[src/rtl/bram_pingpong_writer.sv]
// Ping-pong BRAM writer: absorbs the upstream word stream into two banks of
// BANK_DEPTH words, flags full banks and refills them once the consumer releases them.
module bram_pingpong_writer #(
    parameter int DATA_WIDTH = 32,
    parameter int ADDR_WIDTH = 10
) (
    input  logic                  ACLK,
    input  logic                  ARESET,
    input  logic [DATA_WIDTH-1:0] DIN_DATA,
    input  logic                  DIN_VALID,
    output logic                  DIN_ACCEP,
    output logic                  BRAM_EN,
    output logic                  BRAM_WE,
    output logic [ADDR_WIDTH-1:0] BRAM_ADDR,
    output logic [DATA_WIDTH-1:0] BRAM_DIN,
    output logic [1:0]            BANK_FULL,
    input  logic [1:0]            BANK_RELEASE,
    output logic                  ACTIVE_BANK,
    output logic [ADDR_WIDTH-1:0] FILL_COUNT,
    output logic                  OVERFLOW
);

    localparam int BANK_DEPTH = 2 ** (ADDR_WIDTH - 1);
    localparam logic [ADDR_WIDTH:0]   DEPTH_EXT = (ADDR_WIDTH + 1)'(BANK_DEPTH);
    localparam logic [ADDR_WIDTH-1:0] LAST_IDX  = ADDR_WIDTH'(BANK_DEPTH - 1);

    typedef enum logic {
        FILL = 1'b0,
        WAIT = 1'b1
    } state_t;

    state_t                  state_q;
    logic                    activeBank_q;
    logic [ADDR_WIDTH-1:0]   fillCount_q;
    logic [1:0]              bankFull_q;
    logic [1:0]              bankFull_d;
    logic                    overflow_q;
    logic                    bramEn_q;
    logic                    bramWe_q;
    logic [ADDR_WIDTH-1:0]   bramAddr_q;
    logic [DATA_WIDTH-1:0]   bramDin_q;

    logic inFill;
    logic writeFire;
    logic lastWrite;
    logic dropWord;
    logic otherFree;

    always_comb begin
        inFill    = (state_q == FILL);
        writeFire = inFill && DIN_VALID;
        lastWrite = writeFire && (fillCount_q == LAST_IDX);
        dropWord  = DIN_VALID && !writeFire;
        otherFree = !bankFull_q[~activeBank_q] || BANK_RELEASE[~activeBank_q];
        // A completing write on a bank beats a release of that same bank.
        bankFull_d = 2'b00;
        for (int b = 0; b < 2; b++) begin
            bankFull_d[b] = (lastWrite && (activeBank_q == 1'(b)))
                         || (bankFull_q[b] && !BANK_RELEASE[b]);
        end
    end

    assign DIN_ACCEP = inFill && !ARESET
                    && (({1'b0, fillCount_q} + {{ADDR_WIDTH{1'b0}}, DIN_VALID}) < DEPTH_EXT);

    always_ff @(posedge ACLK) begin
        if (ARESET) begin
            state_q      <= FILL;
            activeBank_q <= 1'b0;
            fillCount_q  <= '0;
            bankFull_q   <= 2'b00;
            overflow_q   <= 1'b0;
            bramEn_q     <= 1'b0;
            bramWe_q     <= 1'b0;
            bramAddr_q   <= '0;
            bramDin_q    <= '0;
        end else begin
            bramEn_q   <= writeFire;
            bramWe_q   <= writeFire;
            bankFull_q <= bankFull_d;
            if (writeFire) begin
                bramAddr_q <= {activeBank_q, fillCount_q[ADDR_WIDTH-2:0]};
                bramDin_q  <= DIN_DATA;
            end
            if (dropWord) begin
                overflow_q <= 1'b1;
            end
            case (state_q)
                FILL: begin
                    if (lastWrite) begin
                        fillCount_q  <= '0;
                        activeBank_q <= ~activeBank_q;
                        // The bank now pointed at is still unread: park until it is freed.
                        if (!otherFree) begin
                            state_q <= WAIT;
                        end
                    end else if (writeFire) begin
                        fillCount_q <= fillCount_q + 1'b1;
                    end
                end
                WAIT: begin
                    if (BANK_RELEASE[activeBank_q]) begin
                        state_q <= FILL;
                    end
                end
                default: state_q <= FILL;
            endcase
        end
    end

    assign BRAM_EN     = bramEn_q;
    assign BRAM_WE     = bramWe_q;
    assign BRAM_ADDR   = bramAddr_q;
    assign BRAM_DIN    = bramDin_q;
    assign BANK_FULL   = bankFull_q;
    assign ACTIVE_BANK = activeBank_q;
    assign FILL_COUNT  = fillCount_q;
    assign OVERFLOW    = overflow_q;

endmodule
[config.mk]
export PLATFORM = sky130hd
export DESIGN_NAME = bram_pingpong_writer
export DESIGN_NICKNAME = d
export VERILOG_FILES = /design/src/rtl/bram_pingpong_writer.sv
export SDC_FILE = /design/constraint.sdc
export NUM_CORES = 1
export LEC_CHECK = 0
export BUFFER_PORTS_ARGS = -buffer_cell sky130_fd_sc_hd__buf_2
export CAP_MARGIN = 0
export CORE_ASPECT_RATIO = 0.6
export CORE_MARGIN = 2
export CORE_UTILIZATION = 49
export CTS_BUF_LIST = sky130_fd_sc_hd__clkbuf_8
export DETAILED_ROUTE_END_ITERATION = 10
export PLACE_DENSITY = 0.85
export SLEW_MARGIN = 30
export SYNTH_ARGS = -nofsm -noshare
export SYNTH_HDL_FRONTEND = slang
export SYNTH_SLANG_ARGS = --single-unit
[constraint.sdc]
create_clock -name ACLK -period 1.82 [get_ports ACLK]
set_input_delay 0.091 -clock ACLK [delete_from_list [all_inputs] [get_ports ACLK]]
set_output_delay 0.091 -clock ACLK [all_outputs]
set_load 0.1 [all_outputs]
After elaboration in Yosys (flattened, before gate mapping):

Cells that the tools add are included.

* add/subtract/negate cells: 2
* multipliers: 0
* div/mod/pow operators: 0
* order comparisons: 3
* equality and inequality tests: 1
* shift operators: 0
* mux-type cells: 12
* bitwise operators: 2
* reductions and logical operators: 20

Operators by type and width (number)
* two-way mux 10 bit: 2
* adder 10 x 1 -> 11 bit: 1
* less-than comparator 11 x 10 -> 1 bit (second input constant): 1
* adder 10 x 1 -> 10 bit (second input constant): 1
* == test 10 x 9 -> 1 bit (second input constant): 1
* logical AND 1 bit: 9
* two-way mux 1 bit: 9
* zero test 1 bit: 5
* less-than comparator 1 x 2 -> 1 bit (second input constant): 2
* AND reduction 2 bit: 2
* logical OR 1 bit: 3
* inverter 1 bit: 2
* case mux 1 bit (2 select lines): 1
* nonzero test 2 bit: 1

* register bits: 58
* latch bits: 0
* RAM bits: 0
* memory bits (read-only): 0
* input bits: 37
* memories: 0

Depth between registers and ports, before layout:

Gate-level depths: netlist of run 1.

* depth after elaboration: 8
* mapped depth: 6
* depth with buffers taken out: 5

Worst setup path before layout of run 1:

Ideal clock, no wire load.

* path type: flip-flop to output port
* start: register fillCount_q[7] (netlist: FILL_COUNT[7])
* end: output port DIN_ACCEP
* data arrival time: 3.957 ns
* path slack: -2.228 ns
* stages on the path, launching flop included: 4
* path buffers: 0
* cells stage by stage: dfxtp_1 > nand3_1 > nor4_1 > nor4_1

* word-level cells in the longest chain between the ends: 3

Ends and longest elaborated chain
* from (decl): line 34 `logic [ADDR_WIDTH-1:0] fillCount_q;`
* from (signal assigned): line 98 `fillCount_q <= fillCount_q + 1'b1;`
* adder 10 x 1 -> 11 bit: line 64 `&& (({1'b0, fillCount_q} + {{ADDR_WIDTH{1'b0}}, DIN_VALID}) < DEPTH_EXT);`
* less-than comparator 11 x 10 -> 1 bit: line 64
* logical AND 1 bit: line 64
* to (decl): line 11 `output logic DIN_ACCEP,`

Every way passes these cells.

Worst setup path in the final report of run 1:

* start: register fillCount_q[3] (netlist: FILL_COUNT[3])
* end: output port DIN_ACCEP

The elaborated chain is that of the path after synthesis.

==> flow_summary.toml, run 1 <==
[outcome]
status = "finished, final reports clean"

[detailed_routing]
drc = 0
ant_nets = 0
drtIter0Drc = 78
via_per_inst = 4.88
first_pass_iters = 4
wl_per_cell_um = 13.3
vias = 2186
totalWireLength_um = 5940

[power]
ir_worst_vdd_mv = 0.797
power.leakage_uw = 0.00146
power_uw = 3250
p_per_area_mw_per_mm2 = 1000

[synth]
async_flop_share = 0
synth_cell_type_count = 34
synth_top_area_frac = 0.528
ys_ff_latch = 58
ys.warnings.count = 0
yosys.area.top_type = "dfxtp_1"
syn_area_mm2 = 0.00220
synthCells = 265
yosysSeqAreaShare = 0.528
synth_commonest_cells = "nand2_1, dfxtp_1, a21oi_1"
synthFlopType = "dfxtp_1"
syn-num-nets = 303
synth.avg_cell_area_um2 = 8.31
synth_edf_count = 0
synth_area_leaders = "dfxtp_1, nand2_1, a21oi_1"
synth.most_common_cell = "nand2_1"

[sta]
rsz0062_at_grt = "false"
period_share = 0.934
tightest_slew_ps = 614
hold_viol = 0
relSlewSlack = 0.591
drv_slew = 0
setup_viol = 0
setup_tns_ps = 0
min_period_ps = 1700
fmax_ghz = 0.588
skew_ps = 4.52

[floorplanning]
placementRows = 18
fp.dieH_um = 55.9
coreArea_mm2 = 0.00421
dieArea_mm2 = 0.00506
pin_count = 96
die_w_um = 90.5
initial_core_util = 0.523

[setup_path]
crit_type = "flip-flop to primary output"
critPathLaunchType = "flip-flop"
r2r_cells = 5
path_max_fanout = 6
worstPathArrival_ps = 1610
cp-startpoint = "FILL_COUNT[3]"
cp-end-kind = "primary output"
required_ps = 1730
rr_startpoint = "FILL_COUNT[0]"

[final_layout]
fillerInstances = 329
final_nets = 421
syn2layout_area_growth_pct = 47.6
multiInputGateArea_um2 = 978
stdcell_area_mm2 = 0.00325
fin_cells = 448
n_antenna_cell = 0
register_area_mm2 = 0.00120
final_util = 0.771
drive_gt1_frac = 0.353

[min_path]
worstHoldStart = "DIN_DATA[7]"
hold_depth = 3
hold_class = "input port to flip-flop"

[place]
port_buffers = 95
placed_cell_area_mm2 = 0.00279
routabilityCongestion = 0.850
dpl.cell_count = 408
dp_hpwl_um = 3820

[clock_network]
worstSkewPairLatency_ps = 330
cts_setup_buffers = 0
cts_tree = "built"
ctsLongestPathBuffers = 2
cts-root-buf = "clkbuf_8"
path_clk_slew_ps = 60
htreeDepth = 3
cts-buffers-inserted = 9
cts.sinks = 58

[grt]
grt_max_degree = 34
grt_use_total = 0.245
globalRouteOverflowTotal = 0
antenna_found_initial = 0
grt_pass1_wl_um = 9780
grt_pass1_vias = 2132

[flow_run]
max-cap-violations = 0
## registers in the layout, summed over array words and instances (netlist names)
name         count
BRAM_WE          1
FILL_COUNT      10
BRAM_DIN        32
state_q          1
OVERFLOW         1
BANK_FULL        2
BRAM_ADDR       10
ACTIVE_BANK      1
## metrics by stage
step / worst slack, ps / hold slack [ps]
finish: 120 / 11.6
global route: 11.3 / 9.95
CTS: 98.6 / 0.403
detailed placement: 304 / 336
global placement: 362 / 331
floorplan: -49.8 / 208
## area by class of cell
cell class / instances / share of cell area
timing repair buffer: 125 / 0.234
sequential: 58 / 0.368
inverter: 4 / 0.00462
clock inverter: 5 / 0.0220
clock buffer: 11 / 0.0466
multi-input combinational: 185 / 0.301
tap: 60 / 0.0231
## power breakdown
part | internal (µW) | switching [µW]
sequential | 1310 | 27.1
combinational | 136 | 476
clock | 831 | 477
total | 2270 | 980
## critical path, stage by stage, from the launching register on
cell and delay (ps):
dfxtp_4 390, nand3_4 130, nor4_2 370, nor4_4 80
buf_2 310
## path summary, 6_finish.rpt
path	slack (ps)	to
hold reg to reg	450	BRAM_DIN[14]
hold / removal	10	BRAM_DIN[7]
setup / recovery	120	DIN_ACCEP
setup reg to reg	280	FILL_COUNT[5]
## cells by family (layout without fill, tap and decap cells)
| kind of cell | Yosys count | after routing | share of synthesized area |
|---|---|---|---|
| AND/OR/NAND/NOR | 125 | 125 | 0.256 |
| flip-flops | 58 | 58 | 0.528 |
| AO/OA/AOI/OAI | 50 | 50 | 0.125 |
| buffers and inverters | 22 | 145 | 0.0489 |
| XOR/XNOR | 8 | 8 | 0.0318 |
| adder cells (fa/ha/maj) | 1 | 1 | 0.00568 |
| multiplexers | 1 | 1 | 0.00455 |
## placed cells by master (no fill, tap or decap), types with 2 or more instances in the layout
master         netlist  final
nor3_1               2      2
nor4_2               2      3
dfxtp_1             58     48
nand2b_1             2      2
nor2_1              14     14
dlygate4sd3_1        0     24
nand3b_1             3      3
nand3_4              1      2
bufinv_16            0      2
clkbuf_8             0     11
a21oi_1             43     43
nand2_1             90     90
nor4_4               1      2
inv_1                4      7
dfxtp_4              0      9
xnor2_1              6      6
o31ai_2              2      2
xor2_1               2      2
buf_2                8     95
buf_4                2      6
## repair_timing
action / in CTS / in global routing
hold endpoints to repair: 24 / 0
hold buffers: 24 / 0
resized for setup: 0 / 0
## routing by layer
metal	wire (µm)	global-route usage
met5	0	0
met4	133	0.110
met3	493	0.106
met2	2740	0.391
met1	2570	0.289
Note: power is estimated with default switching activity, not from simulation.
==> inputs of run 2 (changes only) <==
--- a/config.mk
+++ b/config.mk
@@ -8,7 +8,7 @@
 export BUFFER_PORTS_ARGS = -buffer_cell sky130_fd_sc_hd__buf_2
 export CAP_MARGIN = 0
 export CORE_ASPECT_RATIO = 0.6
-export CORE_MARGIN = 2
+export CORE_MARGIN = 3
 export CORE_UTILIZATION = 49
 export CTS_BUF_LIST = sky130_fd_sc_hd__clkbuf_8
 export DETAILED_ROUTE_END_ITERATION = 10
==> run 2 against run 1 <==
  * Hold slack worse by 1.9 ps
  * Cell area rose by 1.3%
  * Clock skew grew 1.0 ps
  * Critical endpoint unchanged
  * Highest routed layer unchanged
  * Critical path depth unchanged
  * First-iteration DRC count increased by 60%
  * Final cell count rose by 1.6%
  * Critical path type unchanged
  * Global-route usage fell by 0.47 points
  * Total power is 5.8% lower
  * Non-clock buffer count rose by 7
  * Combinational power grew 2%
  * Sequential cell count unchanged
  * Die area increased by 5.9%
==> flow_summary.toml, run 2 (synthesis results as in run 1) <==
[floorplanning]
die_w_um = 92.5
fp.dieH_um = 57.9
initial_core_util = 0.523
placementRows = 18
pin_count = 96
dieArea_mm2 = 0.00536
coreArea_mm2 = 0.00421

[min_path]
hold_depth = 3
worstHoldStart = "DIN_DATA[0]"
hold_class = "input port to flip-flop"
hold_end = "BRAM_DIN[0]"

[grt]
grt_pass1_wl_um = 9940
gr-usage-met1 = 0.293
grt_util_met2 = 0.393
busiest_layer = "met2"
grt_pass1_vias = 2163
grt_max_degree = 32
globalRouteOverflowTotal = 0
antenna_found_initial = 0
grt_use_met3 = 0.0947
grt_use_total = 0.241

[clock_network]
cts-buffers-inserted = 9
worstSkewPairLatency_ps = 340
cts.sinks = 58
cts_resized = 0
htreeDepth = 3
cts-root-buf = "clkbuf_8"
cts_tree = "built"
cts_setup_buffers = 0
path_clk_slew_ps = 60
ctsHoldBuffers = 31
ctsLongestPathBuffers = 2

[setup_path]
rr_startpoint = "FILL_COUNT[0]"
cp-end-kind = "primary output"
critPathTopFamily = "simple AND/OR/NAND/NOR gates"
cp.buffers_inverters = 1
required_ps = 1730
crit_chain = "nand3_2, nor4_2, nor4_4, buf_2"
slowest_stage = "buf_2"
crit_type = "flip-flop to primary output"
critPathMaxStageDelay_ps = 460
critPathLaunchType = "flip-flop"
r2r_cells = 5
worstPathArrival_ps = 1640
r2r-end = "FILL_COUNT[7]"
path_max_fanout = 6
regToRegSetupSlack_ps = 250

[final_layout]
stdcell_area_mm2 = 0.00329
final_common_cell = "buf_2"
final_nets = 428
drive_gt1_frac = 0.352
final_cell_mix = "buf_2, nand2_1, dfxtp_1, a21oi_1, dlygate4sd3_1"
fillerInstances = 306
largest_reg_flops = 32
syn2layout_area_growth_pct = 49.6
n_antenna_cell = 0

[detailed_routing]
first_pass_iters = 4
via_per_inst = 4.96
drtIter0Drc = 125
drc = 0
totalWireLength_um = 6170
wl_per_cell_um = 13.6
vias = 2257
ant_nets = 0

[sta]
period_share = 0.949
skew_ps = 5.56
min_period_ps = 1730
relSlewSlack = 0.645
tightest_slew_ps = 533
hold_viol = 0
fmax_ghz = 0.579
drv_slew = 0
rsz0062_at_grt = "false"
setup_viol = 0

[place]
routabilityCongestion = 0.855
dp_hpwl_um = 4000
placed_cell_area_mm2 = 0.00280
port_buffers = 95

[power]
power_uw = 3060
power.leakage_uw = 0.00147
ir_worst_vdd_mv = 0.734
p_per_area_mw_per_mm2 = 931

[outcome]
status = "finished, final reports clean"

[flow_run]
max-cap-violations = 0
[run 2: changes by cell type in the layout (fill, tap and decap cells not counted), sizes merged]
cell and change:
dlygate4sd3 +7, clkbuf -2, inv -1, clkinv +4
bufinv -1
[run 2: layout make-up]
cell class,instances,area (µm²),share of cell area
Inverter,4,15.0,0.00456
Timing Repair Buffer,132,843,0.256
Multi-Input combinational cell,185,978,0.297
Tap cell,60,75.1,0.0228
Clock inverter,7,60.1,0.0182
Clock buffer,9,124,0.0376
Sequential cell,58,1200,0.363
[run 2: worst max path at each step]
stage,start,endpoint,slack (ps),cells past startpoint
after floorplan,FILL_COUNT[5],DIN_ACCEP,-50,3
after global placement,FILL_COUNT[0],FILL_COUNT[5],380,5
after detailed placement,FILL_COUNT[0],FILL_COUNT[7],240,5
after CTS,FILL_COUNT[2],DIN_ACCEP,60,4
after global routing,FILL_COUNT[2],DIN_ACCEP,20,4
final,FILL_COUNT[2],DIN_ACCEP,90,4
[run 2: report_power, final]
part           internal [µW]  leakage, µW  switching (µW)
Clock                    617     0.000104             486
Combinational            148     0.000884             479
Sequential              1310     0.000482            28.3
[run 2: metal layers]
metal | vias to the layer above | part of all wire | routed length, µm
met5 | - | 0 | 0
met1 | 1025 | 0.42 | 2600
li1 | 1116 | - | -
met3 | 12 | 0.10 | 624
met2 | 104 | 0.46 | 2850
met4 | 0 | 0.015 | 95
[run 2: worst register-to-register path: stages (launching register included)]
cell and delay, ps:
dfxtp_4 390, ha_1 210, nand4b_1 210, nor4_4 220, or2_1 320, nor2_1 90
[run 2: per-stage QoR]
| step | hold WS [ps] | std cells | setup WS [ps] | TNS, ps | utilization |
|---|---|---|---|---|---|
| CTS | 3.38 | 455 | 64.5 | 0 | 0.782 |
| floorplan | 208 | 265 | -49.8 | -49.8 | - |
| finish | 9.73 | 455 | 93.4 | 0 | 0.782 |
| detailed placement | 338 | 408 | 244 | 0 | 0.664 |
| global placement | 331 | 408 | 385 | 0 | 0.664 |
| global route | 14.2 | 455 | 18.5 | 0 | 0.782 |
==> inputs of run 3 (changes only) <==
--- a/config.mk
+++ b/config.mk
@@ -5,6 +5,7 @@
 export SDC_FILE = /design/constraint.sdc
 export NUM_CORES = 1
 export LEC_CHECK = 0
+export ABC_AREA = 1
 export BUFFER_PORTS_ARGS = -buffer_cell sky130_fd_sc_hd__buf_2
 export CAP_MARGIN = 0
 export CORE_ASPECT_RATIO = 0.6
==> run 3 against run 2 <==
  * Utilization down 6.3 points
  * Cell area is 7.1% lower
  * Via count shrank 1.3%
  * Largest power group unchanged
  * Register-to-register slack improved by 60 ps
  * Highest routed layer unchanged
==> flow_summary.toml, run 3 <==
[clock_network]
cts-root-buf = "clkbuf_8"
cts.sinks = 58
cts_setup_buffers = 0
htreeDepth = 3
cts_tree = "built"
ctsLongestPathBuffers = 2
cts-buffers-inserted = 9
path_clk_slew_ps = 70
worstSkewPairLatency_ps = 340

[place]
routabilityCongestion = 0.799
dp_hpwl_um = 3920
port_buffers = 95

[detailed_routing]
via_per_inst = 4.81
ant_nets = 0
wl_per_cell_um = 12.1
first_pass_iters = 4
totalWireLength_um = 5600
vias = 2228
drtIter0Drc = 115
drc = 0

[power]
p_int_uw = 2130
switching_power_uw = 1160
pwr-share-seq = 0.417
power.leakage_uw = 0.00147
p_per_area_mw_per_mm2 = 1070
combPwrFrac = 0.232
p_clk_frac = 0.352
p_sw_frac = 0.352
ir_worst_vdd_mv = 0.806

[final_layout]
drive_gt1_frac = 0.342
final_nets = 436
largest_reg_flops = 32
syn2layout_area_growth_pct = 36.3
final_cell_mix = "buf_2, nor2_1, dfxtp_1, o21ai_0, nand2_1"
final_common_cell = "buf_2"
n_antenna_cell = 0

[setup_path]
path_max_fanout = 4
cp-end-kind = "primary output"
critPathLaunchType = "flip-flop"
worstPathArrival_ps = 1560
required_ps = 1730
crit_type = "flip-flop to primary output"

[sta]
whs_ps = 6.20
relSlewSlack = 0.523
rsz0062_at_grt = "false"
min_period_ps = 1650
hold_viol = 0
drv_slew = 0
setup_tns_ps = 0
skew_ps = 6.60
setup_viol = 0
fmax_ghz = 0.606
period_share = 0.907
tightest_slew_ps = 715

[synth]
yosysSeqAreaShare = 0.517
synth.most_common_cell = "nor2_1"
ys.warnings.count = 0
synthMuxAreaShare = 0
synthFlopType = "dfxtp_1"
synth_simple_gate_area_share = 0.261
synth_fa_ha_area_frac = 0.00557
synth_cell_type_count = 24
synth_area_leaders = "dfxtp_1, nor2_1, o21ai_0"
synth_top_family_by_area = "simple AND/OR/NAND/NOR gates"
yosys.area.top_type = "dfxtp_1"
synth_commonest_cells = "nor2_1, dfxtp_1, o21ai_0"
async_flop_share = 0
ys_ff_latch = 58
synth_top_area_frac = 0.517
syn_area_mm2 = 0.00224
synth.avg_cell_area_um2 = 7.61
synth_compound_area_frac = 0.137
synthCells = 295
synth_edf_count = 0
yosys.area_share.xor_xnor = 0.0156
syn-num-nets = 333

[grt]
globalRouteOverflowTotal = 0
grt_pass1_wl_um = 8970
grt_use_total = 0.214
antenna_found_initial = 0
grt_pass1_vias = 1967
grt_max_degree = 47

[min_path]
hold_class = "input port to flip-flop"

[floorplanning]
placementRows = 18
coreArea_mm2 = 0.00426
fp.dieH_um = 58.4
pin_count = 96
initial_core_util = 0.527
dieArea_mm2 = 0.00546
die_w_um = 93.4

[outcome]
status = "finished, final reports clean"

[flow_run]
max-cap-violations = 0
-- run 3: logic make-up (layout without fill, tap and decap cells) --
family / after synthesis / count (layout)
AND/OR/NAND/NOR: 142 / 142
AO/OA/AOI/OAI: 60 / 60
flip-flops: 58 / 58
buffers and inverters: 30 / 138
XOR/XNOR: 4 / 4
adder cells (fa/ha/maj): 1 / 1
-- run 3: cell type report --
type,instances,area (µm²)
Timing Repair Buffer,106,597
Inverter,16,60.1
Tap cell,60,75.1
Sequential cell,58,1180
Fill cell,367,1200
Clock buffer,10,138
Multi-Input combinational cell,207,953
Clock inverter,6,57.6
-- run 3: final timing paths --
kind / startpoint / end / slack [ps] / cells after the start
min reg2reg: BRAM_ADDR[0] / BRAM_ADDR[0] / 460 / 2
max: FILL_COUNT[3] / DIN_ACCEP / 170 / 7
min: DIN_DATA[4] / BRAM_DIN[4] / 6 / 3
max reg2reg: state_q / BRAM_ADDR[9] / 310 / 5
-- run 3: what timing repair did --
action | CTS | global route
gates resized for setup | 1 | 2
pin swaps | 0 | 0
hold buffers | 8 | 0
setup endpoints to repair | 1 | 1
hold endpoints to repair | 8 | 0
-- run 3: power by group through the flow --
stage	sequential [µW]	combinational, µW	clock [µW]
final	1370	760	1150
after floorplan	1860	147	0
after global placement	1390	740	0
after CTS	1370	760	1180
after global routing	1370	797	1250
after detailed placement	1400	747	0
-- run 3: through the flow --
stage                     cell area (µm²)  power [µW]  utilization  std cells  worst slack (ps)
after floorplan                      2270        2010            -        295              3.37
after global placement               2770        2130        0.651        439               344
after detailed placement             2770        2140        0.651        439               291
after CTS                            3050        3310        0.717        463              53.9
after global routing                 3060        3420        0.719        463              47.8
final                                3060        3280        0.719        463               170
-- run 3: per-layer routing --
metal / routed length, µm / GRT usage / vias up
li1: - / - / 1150
met1: 2610 / 0.278 / 983
met2: 2320 / 0.316 / 87
met3: 605 / 0.102 / 8
met4: 55 / 0.0626 / 0
met5: 0 / 0 / -
-- run 3: critical path, cell delays in order (launching register included) --
cell	delay, ps
dfxtp_4	370
nand2_2	100
nor2_4	160
nand3b_1	110
nand2_1	70
nand2_1	80
nor2_4	110
buf_6	220
